[config.mk]
export PLATFORM = sky130hd
export DESIGN_NAME = motor_pwm_ramp
export DESIGN_NICKNAME = d
export VERILOG_FILES = /design/src/rtl/motor_pwm_ramp.sv
export SDC_FILE = /design/constraint.sdc
export NUM_CORES = 1
export LEC_CHECK = 0
export CAP_MARGIN = 20
export CORE_MARGIN = 10
export CORE_UTILIZATION = 52
export CTS_BUF_LIST = sky130_fd_sc_hd__clkbuf_8
export CTS_CLUSTER_DIAMETER = 30
export CTS_CLUSTER_SIZE = 14
export DETAILED_ROUTE_END_ITERATION = 8
export HOLD_SLACK_MARGIN = 0.15
export PLACE_DENSITY = 0.71
export SYNTH_ARGS = -nofsm -noshare
export SYNTH_HDL_FRONTEND = slang
export SYNTH_SLANG_ARGS = --single-unit
[constraint.sdc]
create_clock -name clk -period 8.3 [get_ports clk]
set_clock_uncertainty 0.1 [all_clocks]
set_input_delay 1.66 -clock clk [delete_from_list [all_inputs] [get_ports clk]]
set_output_delay 1.66 -clock clk [all_outputs]
set_load 0.01 [all_outputs]
[src/rtl/motor_pwm_ramp.sv]
// motor_pwm_ramp: NCH-channel motor PWM with per-channel direction and slew-limited duty ramping.
// Applied duty/direction only change on period boundaries, so the H-bridge never sees a glitch.
module motor_pwm_ramp #(
  parameter int NCH      = 2,
  parameter int DW       = 10,
  parameter int CLK_HZ   = 100_000_000,
  parameter int PWM_HZ   = 25_000,
  parameter int STEP     = 8,
  parameter int RAMP_DIV = 1,
  localparam int CHW     = (NCH > 1) ? $clog2(NCH) : 1
) (
  input  logic           clk,
  input  logic           rst_n,
  input  logic           en,
  input  logic           brake,
  input  logic           cmd_valid,
  output logic           cmd_ready,
  input  logic [CHW-1:0] cmd_ch,
  input  logic [DW-1:0]  cmd_duty,
  input  logic           cmd_dir,
  output logic [NCH-1:0] pwm,
  output logic [NCH-1:0] dir,
  output logic [NCH-1:0] at_target,
  output logic           period_tick
);

  localparam int PERIOD = CLK_HZ / PWM_HZ;
  localparam int CW     = (PERIOD > 1) ? $clog2(PERIOD) : 1;
  localparam int DVW    = (RAMP_DIV > 1) ? $clog2(RAMP_DIV) : 1;

  localparam logic [CW-1:0]    CNT_LAST = CW'(PERIOD - 1);
  localparam logic [DVW-1:0]   DIV_LAST = DVW'(RAMP_DIV - 1);
  localparam logic [DW:0]      STEP_X   = (DW+1)'(STEP);
  localparam logic [DW+31:0]   PERIOD_X = (DW+32)'(PERIOD);

  logic [CW-1:0]  cnt_q, cnt_d;
  logic [DVW-1:0] div_q, div_d;
  logic           ready_q, ready_d;
  logic [NCH-1:0] pwm_q, pwm_d;
  logic [NCH-1:0] tgt_dir_q, tgt_dir_d;
  logic [NCH-1:0] cur_dir_q, cur_dir_d;
  logic [DW-1:0]  tgt_duty_q [NCH];
  logic [DW-1:0]  tgt_duty_d [NCH];
  logic [DW-1:0]  cur_duty_q [NCH];
  logic [DW-1:0]  cur_duty_d [NCH];
  logic [CW-1:0]  cmp_q [NCH];
  logic [CW-1:0]  cmp_d [NCH];

  logic [DW:0]    cur_x [NCH];
  logic [DW:0]    tgt_x [NCH];
  logic [DW:0]    up_x  [NCH];
  logic [DW:0]    dn_x  [NCH];
  logic [DW:0]    nxt_x [NCH];
  logic [DW+31:0] prod  [NCH];

  logic boundary, ramp_tick, accept;

  always_comb begin
    boundary  = en && (cnt_q == CNT_LAST);
    ramp_tick = boundary && (div_q == DIV_LAST);
    accept    = cmd_valid && cmd_ready;
    cnt_d     = (en && !boundary) ? cnt_q + 1'b1 : '0;
    div_d     = div_q;
    if (ramp_tick)     div_d = '0;
    else if (boundary) div_d = div_q + 1'b1;
    ready_d   = 1'b1;
    tgt_dir_d = tgt_dir_q;
    cur_dir_d = cur_dir_q;
    pwm_d     = '0;
    for (int i = 0; i < NCH; i++) begin
      tgt_duty_d[i] = tgt_duty_q[i];
      cur_duty_d[i] = cur_duty_q[i];
      cmp_d[i]      = cmp_q[i];
      cur_x[i]      = {1'b0, cur_duty_q[i]};
      tgt_x[i]      = {1'b0, tgt_duty_q[i]};
      up_x[i]       = cur_x[i] + STEP_X;
      dn_x[i]       = (cur_x[i] > STEP_X) ? cur_x[i] - STEP_X : '0;
      nxt_x[i]      = cur_x[i];
      // A reversal must drain to zero before the direction is allowed to flip.
      if (cur_dir_q[i] != tgt_dir_q[i]) begin
        if (cur_x[i] != '0)           nxt_x[i] = dn_x[i];
        else if (ramp_tick && !brake) cur_dir_d[i] = tgt_dir_q[i];
      end else if (cur_x[i] < tgt_x[i]) begin
        nxt_x[i] = (up_x[i] > tgt_x[i]) ? tgt_x[i] : up_x[i];
      end else if (cur_x[i] > tgt_x[i]) begin
        nxt_x[i] = (dn_x[i] < tgt_x[i]) ? tgt_x[i] : dn_x[i];
      end
      prod[i] = (DW+32)'(nxt_x[i]) * PERIOD_X;
      if (ramp_tick) begin
        cur_duty_d[i] = DW'(nxt_x[i]);
        cmp_d[i]      = CW'(prod[i] >> DW);
      end
      if (accept && (int'(cmd_ch) == i)) begin
        tgt_duty_d[i] = cmd_duty;
        tgt_dir_d[i]  = cmd_dir;
      end
      if (brake) begin
        tgt_duty_d[i] = '0;
        cur_duty_d[i] = '0;
        cmp_d[i]      = '0;
      end
      pwm_d[i] = en && !brake && (cnt_q < cmp_q[i]);
    end
  end

  always_ff @(posedge clk or negedge rst_n) begin
    if (!rst_n) begin
      cnt_q     <= '0;
      div_q     <= '0;
      ready_q   <= 1'b0;
      pwm_q     <= '0;
      tgt_dir_q <= '0;
      cur_dir_q <= '0;
      for (int i = 0; i < NCH; i++) begin
        tgt_duty_q[i] <= '0;
        cur_duty_q[i] <= '0;
        cmp_q[i]      <= '0;
      end
    end else begin
      cnt_q     <= cnt_d;
      div_q     <= div_d;
      ready_q   <= ready_d;
      pwm_q     <= pwm_d;
      tgt_dir_q <= tgt_dir_d;
      cur_dir_q <= cur_dir_d;
      for (int i = 0; i < NCH; i++) begin
        tgt_duty_q[i] <= tgt_duty_d[i];
        cur_duty_q[i] <= cur_duty_d[i];
        cmp_q[i]      <= cmp_d[i];
      end
    end
  end

  always_comb begin
    at_target = '0;
    for (int i = 0; i < NCH; i++)
      at_target[i] = (cur_duty_q[i] == tgt_duty_q[i]) && (cur_dir_q[i] == tgt_dir_q[i]);
  end

  assign cmd_ready   = ready_q && !brake;
  assign pwm         = pwm_q;
  assign dir         = cur_dir_q;
  assign period_tick = boundary;

endmodule

-- Yosys cells after proc, flatten, opt, wreduce, memory -nomap -nowiden
Index checks and enable logic that the tools add are counted.
- $add $sub $neg: 6
- $mul: 2
- order comparisons: 12
- equality and inequality tests: 7
- multiplexer cells: 29
- bitwise operators: 4
- reduce and logical (&&, ||, !) cells: 23
- operator list (operator ; number):
    2-to-1 mux 11 bit ; 14
    2-to-1 mux 10 bit ; 8
    2-to-1 mux 12 bit ; 5
    multiplier 11 x 7 -> 17 bit (second input constant) ; 2
    less-than comparator 12 bit ; 2
    adder 10 x 4 -> 11 bit (second input constant) ; 2
    greater-than comparator 11 x 10 -> 1 bit ; 2
    less-than comparator 11 x 10 -> 1 bit ; 2
    subtractor 10 x 4 -> 11 bit (second input constant) ; 2
    == test 10 bit ; 2
    greater-than comparator 10 bit ; 2
    greater-than comparator 10 x 4 -> 1 bit (second input constant) ; 2
    less-than comparator 10 bit ; 2
    nonzero test 10 bit ; 2
    logical AND 1 bit ; 13
    adder 12 x 1 -> 12 bit (second input constant) ; 1
    == test 12 bit (second input constant) ; 1
    nonzero test 2 bit ; 4
    AND reduction 3 bit ; 2
    NOT 1 bit ; 4
    == test 1 bit ; 2
    logical NOT 1 bit ; 2
    2-to-1 mux 1 bit ; 2
    inequality test 1 bit ; 2
    adder 1 bit (second input constant) ; 1
- bits in registers: 84
- input port bits: 17
- output and inout bits: 8
- logic and storage cells: 97

-- Depth between registers and ports, before layout
Gate-level depths: netlist (run 1).
- depth after elaboration: 10
- depth in mapped cells: 34
- depth with buffers taken out: 32

-- Worst setup path after synthesis (run 1)
No wires, ideal clock.
- kind: register to register
- from: register cur_duty_q[8] in the netlist's numbering
- to: register cmp_q[11] in the netlist's numbering
- library setup time: 69 ps
- data arrival time: 7650 ps
- path slack: 481 ps
- stages on the path, launching flop included: 31
- buffers on the path: 3
- cell sequence: dfrtp_1 > buf_6 > or4_4 > nor3_1 > clkbuf_1 > nor2_1 > ha_1 > nand3_1 > nor3_1 > o221ai_1 > and3_4 > buf_6 > nor3_1 > a21oi_1 > o21ai_0 > a21oi_1 > o32ai_1 > fa_1 > inv_1 > fa_1 > fa_1 > fa_1 > inv_1 > ha_1 > or3_1 > o21ai_0 > a21oi_2 > a41o_1 > o41a_1 > or4_1 > nand3_1
- cells in the longest elaborated chain, start to end: 10
- elaborated cells on any way between the ends: 18
- those cells by class: add/sub: 2; mul: 1; order compare: 5; mux: 9; reduce/logical: 1
- ends and longest elaborated chain (what ; line ; text):
    start, declared ; 44 ; logic [DW-1:0] cur_duty_q [NCH];
    start signal, assigned by index ; 128 ; cur_duty_q[i] <= cur_duty_d[i];
    subtractor 10 x 4 -> 11 bit / greater-than comparator 10 x 4 -> 1 bit (equally long branches) ; 77 ; dn_x[i] = (cur_x[i] > STEP_X) ? cur_x[i] - STEP_X : '0;
    2-to-1 mux 11 bit ; 77 ;
    less-than comparator 11 x 10 -> 1 bit ; 86 ; nxt_x[i] = (dn_x[i] < tgt_x[i]) ? tgt_x[i] : dn_x[i];
    2-to-1 mux 11 bit ; 86 ;
    2-to-1 mux 11 bit ; 85 ; end else if (cur_x[i] > tgt_x[i]) begin
    2-to-1 mux 11 bit ; 83 ; end else if (cur_x[i] < tgt_x[i]) begin
    2-to-1 mux 11 bit * ; 80 ; if (cur_dir_q[i] != tgt_dir_q[i]) begin
    multiplier 11 x 7 -> 17 bit * ; 88 ; prod[i] = (DW+32)'(nxt_x[i]) * PERIOD_X;
    2-to-1 mux 12 bit * ; 89 ; if (ramp_tick) begin
    2-to-1 mux 12 bit * ; 97 ; if (brake) begin
    end signal, assigned by index ; 129 ; cmp_q[i] <= cmp_d[i];
    end, declared ; 46 ; logic [CW-1:0] cmp_q [NCH];
Mark *: on every way between the ends. The rest lies on a longest branch, timed or not. The select of a mux whose other input is x is not followed.
A chain may end at the register's enable or synchronous reset.

-- Worst setup path after layout (run 1)
- from: register cur_duty_q[13] in the netlist's numbering
- to: register cmp_q[21] in the netlist's numbering
The elaborated chain is that of the path after synthesis.

==> flow_summary.yaml, run 1 <==
logic_synthesis:
  syn_nets: 1406
  synth_most_common_cell: "inv_1"
  yosysUniqueCellTypes: 71
  yosysTopAreaCell: "dfrtp_1"
  ys.flop_type: "dfrtp_1"
  syn_area_mm2: 0.0100
  yosys-top-cells-count: "161 x inv_1, 157 x ha_1, 125 x nand2_1, 89 x nor2_1, 84 x dfrtp_1"
  ys_top_cells_by_area: "dfrtp_1 21%, ha_1 20%, fa_1 13%, inv_1 6.0%, nand2_1 4.7%"
  synth_warnings: 0
  synth-edff-count: 0
  ys_seq_area_share_pct: 21.0
  ys_ff_latch: 84
  synth_area_per_cell_um2: 8.56
  synthArstFlopShare_pct: 100
  synthesis.instances: 1168
  synth_top_area_share_pct: 21.0
die:
  die_h_um: 159
  rows: 50
  io_pins: 25
  start_util_pct: 53.1
  dieArea_mm2: 0.0252
  die_w_um: 159
  fp.coreArea_mm2: 0.0188
drt:
  routedWlPerCell_um: 16.1
  vias: 8177
  routed_via_density: 5.59
  drc_errors: 0
  first_iter_violations: 460
  ant_nets: 0
  dr.pass1.iters: 7
  routed_wirelength_um: 23600
cts:
  cts_htree_levels: 3
  cts_root_buffer: "clkbuf_8"
  cts_tree: "done"
  clockBufferDepth: 2
  cts-buffers-inserted: 9
  insertion_delay_ns: 0.38
  path_clk_slew_ns: 0.09
  cts_sinks: 84
pwr:
  p_per_area_mw_per_mm2: 221
  ir_worst_vdd_mv: 0.235
  finalPower_mw: 2.42
  leakagePower_nw: 5.39
critical_path:
  r2r-start: "cur_duty_q[13]$_DFFE_PN0P_"
  cpMaxStageDelayCell: "fa_1"
  slowest_delay_ns: 0.53
  crit_required_ns: 8.45
  startpoint_type: "flop"
  crit_path_end_kind: "flop"
  cp_common_cell: "ha_1"
  r2r_slack_ns: 0.36
  criticalPathCategory: "reg -> reg"
  crit_arrival_ns: 8.10
  r2r_end: "cmp_q[21]$_DFFE_PN0P_"
  ff2ff_path_depth: 30
  cp_max_fo: 15
global_routing:
  antenna_found_initial: 0
  grt_pass1_wl_um: 40400
  grt_pass1_vias: 8089
  track_usage_pct: 18.8
  overflow: 0
  grt_max_degree: 55
timing:
  finalHoldViolations: 0
  maxSlewHeadroom_pct: 29.9
  setup_slack_ns: 0.356
  fin_crit_sh_pct: 95.7
  worst_pin_slew_ns: 1.05
  fmax_mhz: 126
  slew_viol_final: 0
  rsz0062_at_grt: "yes"
  finalSetupViolCount: 0
  period_minus_slack_ns: 7.94
place:
  dp_hpwl_um: 18800
  dp_slack_ns: -0.229
  placement.io_buffers: 24
  gp_congestion: 0.905
layout:
  syn_to_final_growth_pct: 9.68
  n_fill_cell: 1724
  seqCellArea_mm2: 0.00211
  drive_gt1_share_pct: 7.07
  multi_input_area_mm2: 0.00717
  final_net_count: 1437
  num_antenna_cells: 0
worst_hold_path:
  min_path_type: "reg -> reg"
  min_from: "cmp_q[13]$_DFFE_PN0P_"
  min_to: "cmp_q[13]$_DFFE_PN0P_"
  hold_depth: 2
run_status:
  status: "complete, no violations"
flow_run:
  cap_violations: 0
-- worst max-delay path: cells and delay by family (launching register included) --
family | cells | cell delay (ns)
mux | 1 | 0.36
xor+xnor | 1 | 0.24
compound gates | 10 | 2.36
flops | 1 | 0.46
fa+ha+maj | 7 | 2.60
simple gates | 7 | 1.23
buf+inv | 4 | 0.49
-- cells by family after synthesis --
| group | Yosys count | share of synthesized area (%) |
|---|---|---|
| AO/OA/AOI/OAI | 259 | 17.1 |
| XOR/XNOR | 54 | 4.73 |
| adder cells (fa/ha/maj) | 221 | 32.4 |
| buffers and inverters | 204 | 7.90 |
| flip-flops | 84 | 21.0 |
| multiplexers | 15 | 1.54 |
| other | 1 | 0.0375 |
| AND/OR/NAND/NOR | 330 | 15.3 |
-- through the flow --
step                cells  hold slack, ns  instance area, µm²  utilization [%]  setup TNS, ns
floorplan            1168           0.349               10000                -              0
finish               1463           0.387               11000             58.3              0
CTS                  1456           0.390               10900             57.8              0
global route         1463           0.412               11000             58.3        -0.0309
global placement     1441           0.366               10600             56.5         -0.421
detailed placement   1441           0.371               10600             56.5         -0.315
-- flip-flops by register name (all words and copies together) (netlist names) --
name        cells
cmp_q          24
cnt_q          12
cur_duty_q     20
dir             2
div_q           1
pwm             2
ready_q         1
tgt_dir_q       2
tgt_duty_q     20
-- layout make-up --
| class | instances | area share (%) |
|---|---|---|
| well taps | 260 | 2.96 |
| repair buffers | 63 | 4.84 |
| flip-flops and latches | 84 | 19.2 |
| inverters | 161 | 5.51 |
| clock inverters | 6 | 1.03 |
| clock buffers | 9 | 1.13 |
| multi-input cells | 880 | 65.3 |
-- power by group --
| group | internal (mW) | switching (mW) |
|---|---|---|
| clock | 0.199 | 0.158 |
| combinational | 0.722 | 0.921 |
| sequential | 0.415 | 0.00744 |
| total | 1.34 | 1.09 |
-- worst max-delay path by stage --
stage / slack [ns] / from / end
after global placement: -0.26 / cur_duty_q[19]$_DFFE_PN0P_ / cmp_q[21]$_DFFE_PN0P_
after global routing: -0.03 / cur_duty_q[13]$_DFFE_PN0P_ / cmp_q[21]$_DFFE_PN0P_
after CTS: 0.01 / cur_duty_q[13]$_DFFE_PN0P_ / cmp_q[21]$_DFFE_PN0P_
after detailed placement: -0.23 / cur_duty_q[19]$_DFFE_PN0P_ / cmp_q[21]$_DFFE_PN0P_
final: 0.36 / cur_duty_q[13]$_DFFE_PN0P_ / cmp_q[21]$_DFFE_PN0P_
after floorplan: 0.48 / cur_duty_q[8]$_DFFE_PN0P_ / cmp_q[11]$_DFFE_PN0P_
-- cells in the final DEF (no fill, tap or decap), types with 9 or more instances in the layout --
cell	Yosys	routed
inv_1	161	161
nand4_1	10	10
nor2_1	89	87
ha_1	157	157
or3_1	9	9
o211ai_1	11	11
nor3_1	19	16
a21oi_1	70	70
nand2_1	125	125
xor2_1	21	21
fa_1	64	64
clkbuf_8	0	9
o21ai_0	58	58
a21o_1	36	36
buf_4	1	39
xnor2_1	33	33
mux2i_1	12	12
clkdlybuf4s50_1	0	23
nand3_1	27	27
dfrtp_1	84	81
-- repair_timing --
| item | CTS | global route |
|---|---|---|
| resized for setup | 1 | 12 |
| setup buffers | 0 | 6 |
| hold buffers | 0 | 0 |
| pin swaps | 0 | 1 |
| setup endpoints to repair | 3 | 8 |
-- layer usage --
layer / track usage [%] / up-vias / share of wire [%]
li1: - / 4046 / -
met1: 26.3 / 3935 / 49
met2: 29.9 / 179 / 45
met3: 3.33 / 17 / 5.0
met4: 3.49 / 0 / 1.0
met5: 0 / - / 0
(Power assumes the default switching activity.)
==> run 2: changes to the inputs <==
CORE_MARGIN = 1.5   (was 10)
==> flow_summary.yaml, run 2 (synthesis results as in run 1) <==
timing:
  hold_slack_ns: 0.384
  fmax_mhz: 127
  finalSetupTns_ns: 0
  finalHoldViolations: 0
  period_minus_slack_ns: 7.85
  maxSlewHeadroom_pct: 29.4
  slew_viol_final: 0
  fin_crit_sh_pct: 94.6
  finalSetupViolCount: 0
  worst_pin_slew_ns: 1.05
drt:
  first_iter_violations: 575
  routedWlPerCell_um: 16.2
  vias: 8188
  routed_wirelength_um: 23200
  routed_via_density: 5.72
  drc_errors: 0
  ant_nets: 0
  dr.pass1.iters: 5
global_routing:
  grt_pass1_vias: 7992
  overflow: 0
  grt_max_degree: 71
  grt_pass1_wl_um: 39500
  track_usage_pct: 24.5
  antenna_found_initial: 0
die:
  start_util_pct: 53.3
  die_w_um: 142
  rows: 50
  fp.coreArea_mm2: 0.0188
  io_pins: 25
  dieArea_mm2: 0.0201
  die_h_um: 142
layout:
  final_cell_area_mm2: 0.0109
  drive_gt1_share_pct: 6.01
  top_regs: "cmp_q: 24 flops, cur_duty_q: 20 flops, tgt_duty_q: 20 flops"
  num_antenna_cells: 0
  final_cell_mix: "161 x inv_1, 157 x ha_1, 125 x nand2_1"
  layoutNonFillerInstCount: 1432
  final_common_cell: "inv_1"
  n_fill_cell: 1739
  syn_to_final_growth_pct: 8.57
  largest_reg_flops: 24
  regMostFlops: "cmp_q"
  final_net_count: 1432
place:
  gp_congestion: 0.951
  dpl.cell_count: 1416
  dpl_cell_area_mm2: 0.0106
  dp_hpwl_um: 18400
  placement.io_buffers: 24
pwr:
  seqPwrFrac_pct: 17.7
  p_int_mw: 1.30
  power_switching_mw: 1.09
  clockPowerShare_pct: 13.2
  ir_worst_vdd_mv: 0.170
  leakagePower_nw: 5.34
  swShare_pct: 45.6
  power_frac_comb_pct: 69.1
  p_per_area_mw_per_mm2: 220
cts:
  hold_buffers: 0
  clockBufferDepth: 2
  cts_root_buffer: "clkbuf_8"
  cts_tree: "done"
  postCtsSetupBuffers: 0
  cts_htree_levels: 3
  cts_sinks: 84
  path_clk_slew_ns: 0.08
  cts-buffers-inserted: 9
  insertion_delay_ns: 0.37
run_status:
  status: "complete, no violations"
worst_hold_path:
  hold_depth: 2
  min_path_type: "reg -> reg"
critical_path:
  criticalPathCategory: "reg -> reg"
  cp_common_cell: "fa_1"
  ff2ff_path_depth: 28
  cp_max_fo: 10
  slowest_delay_ns: 0.56
  cpMaxStageDelayCell: "dfrtp_1"
  startpoint_type: "flop"
  crit_path_end_kind: "flop"
  crit_required_ns: 8.50
  crit_arrival_ns: 8.05
flow_run:
  cap_violations: 0
run 2: cell types whose count changed in the layout (fill, tap and decap cells not counted), sizes merged:
cell / before / now
bufinv: 3 / 1
buf: 39 / 35
clkinvlp: 0 / 2
clkbuf: 10 / 12
inv: 162 / 161
clkinv: 2 / 0
run 2: timing repair:
item	4_1_cts	5_1_grt
endpoints found under the setup margin	0	3
resized for setup	0	4
hold endpoints to repair	0	0
run 2: path summary, 6_finish.rpt:
kind / start / endpoint / slack (ns)
max: cur_duty_q[5]$_DFFE_PN0P_ / cmp_q[11]$_DFFE_PN0P_ / 0.45
min: cmp_q[10]$_DFFE_PN0P_ / cmp_q[10]$_DFFE_PN0P_ / 0.38
max reg2reg: cur_duty_q[5]$_DFFE_PN0P_ / cmp_q[11]$_DFFE_PN0P_ / 0.45
min in group asynchronous: rst_n / cur_duty_q[3]$_DFFE_PN0P_ / 1.05
min reg2reg: cmp_q[10]$_DFFE_PN0P_ / cmp_q[10]$_DFFE_PN0P_ / 0.38
max in group asynchronous: rst_n / cur_duty_q[14]$_DFFE_PN0P_ / 5.85
run 2: worst max-delay path, delay by kind of cell, from the launching register on:
family                   cells  cell delay (ns)
adder cells (fa/ha/maj)      6             2.61
AO/OA/AOI/OAI               10             1.88
AND/OR/NAND/NOR              8             2.21
flip-flops                   1             0.56
buffers and inverters        3             0.28
XOR/XNOR                     1             0.12
run 2: stage by stage:
step | worst slack (ns) | power, mW | util, %
6_report | 0.447 | 2.39 | 57.9
3_3_place_gp | 0.505 | 2.04 | 56.5
2_1_floorplan | 0.481 | 1.73 | -
3_5_place_dp | 0.401 | 2.07 | 56.5
4_1_cts | 0.346 | 2.41 | 57.6
5_1_grt | -0.00648 | 2.67 | 57.9
run 2: area by class of cell:
| cell class | count | area [µm²] | area share [%] |
|---|---|---|---|
| well taps | 234 | 293 | 2.70 |
| flip-flops and latches | 84 | 2100 | 19.4 |
| repair buffers | 58 | 513 | 4.72 |
| inverters | 161 | 604 | 5.56 |
| multi-input cells | 880 | 7140 | 65.7 |
| clock inverters | 3 | 45.0 | 0.415 |
| clock buffers | 12 | 165 | 1.52 |
run 2: metal layers:
| layer | routed length [µm] | share of wire (%) | up-vias | global-route usage, % |
|---|---|---|---|---|
| li1 | - | - | 4036 | - |
| met1 | 11300 | 49 | 3944 | 35.0 |
| met2 | 10600 | 46 | 178 | 39.1 |
| met3 | 968 | 4.2 | 30 | 3.61 |
| met4 | 387 | 1.7 | 0 | 6.51 |
| met5 | 0 | 0 | - | 0 |
run 2: power groups by stage:
| stage | sequential [mW] | combinational (mW) | clock [mW] |
|---|---|---|---|
| finish | 0.423 | 1.65 | 0.315 |
| global route | 0.424 | 1.91 | 0.339 |
| CTS | 0.423 | 1.66 | 0.324 |
| global placement | 0.431 | 1.61 | 0 |
| floorplan | 0.428 | 1.30 | 0 |
| detailed placement | 0.431 | 1.64 | 0 |
==> run 3: changes to the inputs <==
RECOVER_POWER = 50   (was not set)
==> flow_summary.yaml, run 3 (synthesis results as in run 1) <==
critical_path:
  ff2ff_path_depth: 28
  crit_start: "cur_duty_q[5]$_DFFE_PN0P_"
  startpoint_type: "flop"
  crit_path_end_kind: "flop"
  slowest_delay_ns: 0.56
  r2r-start: "cur_duty_q[5]$_DFFE_PN0P_"
  cp_num_cells: 28
  cpMaxStageDelayCell: "dfrtp_1"
  path_buf_inv: 3
  crit_required_ns: 8.50
  crit_arrival_ns: 8.05
  cp_common_cell: "fa_1"
  path_delay_family: "adder cells"
  criticalPathCategory: "reg -> reg"
  cp_max_fo: 10
timing:
  period_minus_slack_ns: 7.85
  fmax_mhz: 127
  finalSetupViolCount: 0
  fin_crit_sh_pct: 94.6
  finalHoldViolations: 0
  maxSlewHeadroom_pct: -151
  finalSetupTns_ns: 0
  slew_viol_final: 71
  worst_pin_slew_ns: 3.76
cts:
  cts_resized: 0
  clockBufferDepth: 2
  cts_root_buffer: "clkbuf_8"
  cts-buffers-inserted: 9
  insertion_delay_ns: 0.37
  hold_buffers: 0
  path_clk_slew_ns: 0.08
  cts_htree_levels: 3
  cts_tree: "done"
  cts_sinks: 84
  postCtsSetupBuffers: 0
layout:
  regMostFlops: "cmp_q"
  largest_reg_flops: 24
  final_cell_mix: "161 x inv_1, 157 x ha_1, 125 x nand2_1"
  syn_to_final_growth_pct: 8.49
  final_util_pct: 57.8
  final_net_count: 1432
  layoutNonFillerInstCount: 1432
  final_cell_area_mm2: 0.0109
  top_regs: "cmp_q: 24 flops, cur_duty_q: 20 flops, tgt_duty_q: 20 flops"
  drive_gt1_share_pct: 5.84
  n_fill_cell: 1738
  final_common_cell: "inv_1"
  num_antenna_cells: 0
global_routing:
  overflow: 0
  grt_max_degree: 71
  grtUsageMet3_pct: 3.61
  antenna_found_initial: 0
  grt_pass1_wl_um: 39500
  grt_pass1_vias: 7992
  grt_use_met1_pct: 35.0
  top_usage_layer: "met2"
  track_usage_pct: 24.5
  gr-usage-met2_pct: 39.1
pwr:
  power_frac_comb_pct: 69.1
  swShare_pct: 45.6
  p_int_mw: 1.30
  ir_worst_vdd_mv: 0.170
  power_switching_mw: 1.09
  p_per_area_mw_per_mm2: 220
  finalPower_mw: 2.38
  seqPwrFrac_pct: 17.8
  clockPowerShare_pct: 13.2
  leakagePower_nw: 5.33
drt:
  routedWlPerCell_um: 16.2
  routed_wirelength_um: 23200
  ant_nets: 0
  drc_errors: 0
  vias: 8189
  routed_via_density: 5.72
  dr.pass1.iters: 5
  first_iter_violations: 574
die:
  io_pins: 25
  dieArea_mm2: 0.0201
  die_w_um: 142
  fp.coreArea_mm2: 0.0188
  start_util_pct: 53.3
  die_h_um: 142
  rows: 50
place:
  dpl_cell_area_mm2: 0.0106
  gp_congestion: 0.951
  dp_hpwl_um: 18400
  placement.io_buffers: 24
  dpl.cell_count: 1416
run_status:
  violations: "max-capacitance violations, max-slew violations"
  status: "complete, but fails checks"
worst_hold_path:
  min_path_type: "reg -> reg"
  hold_depth: 2
  min_from: "cmp_q[10]$_DFFE_PN0P_"
flow_run:
  cap_violations: 1
-- run 3: changes by cell type in the layout (fill, tap and decap cells not counted), sizes merged --
cell,change
clkdlybuf4s50,-1
clkbuf,+2
dlygate4sd3,+1
buf,-2
-- run 3: power by group through the flow --
stage / clock network, mW / registers, mW / logic (mW)
after floorplan: 0 / 0.428 / 1.30
after global placement: 0 / 0.431 / 1.61
after detailed placement: 0 / 0.431 / 1.64
after CTS: 0.324 / 0.423 / 1.66
after global routing: 0.339 / 0.424 / 1.91
final: 0.315 / 0.423 / 1.65
-- run 3: final cells by class --
class                   count  area [µm²]  share of cell area (%)
well taps                 234         293                    2.70
flip-flops and latches     84        2100                    19.4
clock inverters             3        45.0                   0.415
clock buffers              12         165                    1.52
multi-input cells         880        7140                    65.8
inverters                 161         604                    5.57
repair buffers             58         505                    4.66
-- run 3: worst register-to-register path: cells and delay by family, from the launching register on --
kind | cells | cell delay (ns)
XOR/XNOR | 1 | 0.12
buffers and inverters | 3 | 0.28
AND/OR/NAND/NOR | 8 | 2.22
flip-flops | 1 | 0.56
AO/OA/AOI/OAI | 10 | 1.88
adder cells (fa/ha/maj) | 6 | 2.61
-- run 3: per-stage QoR --
stage               setup slack, ns  hold slack [ns]
global placement              0.505            0.363
finish                        0.447            0.384
global route               -0.00648            0.410
detailed placement            0.401            0.371
floorplan                     0.481            0.349
CTS                           0.346            0.391
-- run 3: path summary, 6_finish.rpt --
| path | to | slack [ns] |
|---|---|---|
| max | cmp_q[11]$_DFFE_PN0P_ | 0.45 |
| min | cmp_q[10]$_DFFE_PN0P_ | 0.38 |
| max reg2reg | cmp_q[11]$_DFFE_PN0P_ | 0.45 |
| min reg2reg | cmp_q[10]$_DFFE_PN0P_ | 0.38 |
| max in group asynchronous | cur_duty_q[14]$_DFFE_PN0P_ | 2.44 |
| min in group asynchronous | cur_duty_q[3]$_DFFE_PN0P_ | 1.31 |
-- run 3: layer usage --
layer / wire length [µm] / share of wire [%] / vias to the layer above
li1: - / - / 4036
met3: 968 / 4.2 / 30
met5: 0 / 0 / -
met4: 387 / 1.7 / 0
met1: 11300 / 49 / 3945
met2: 10600 / 46 / 178
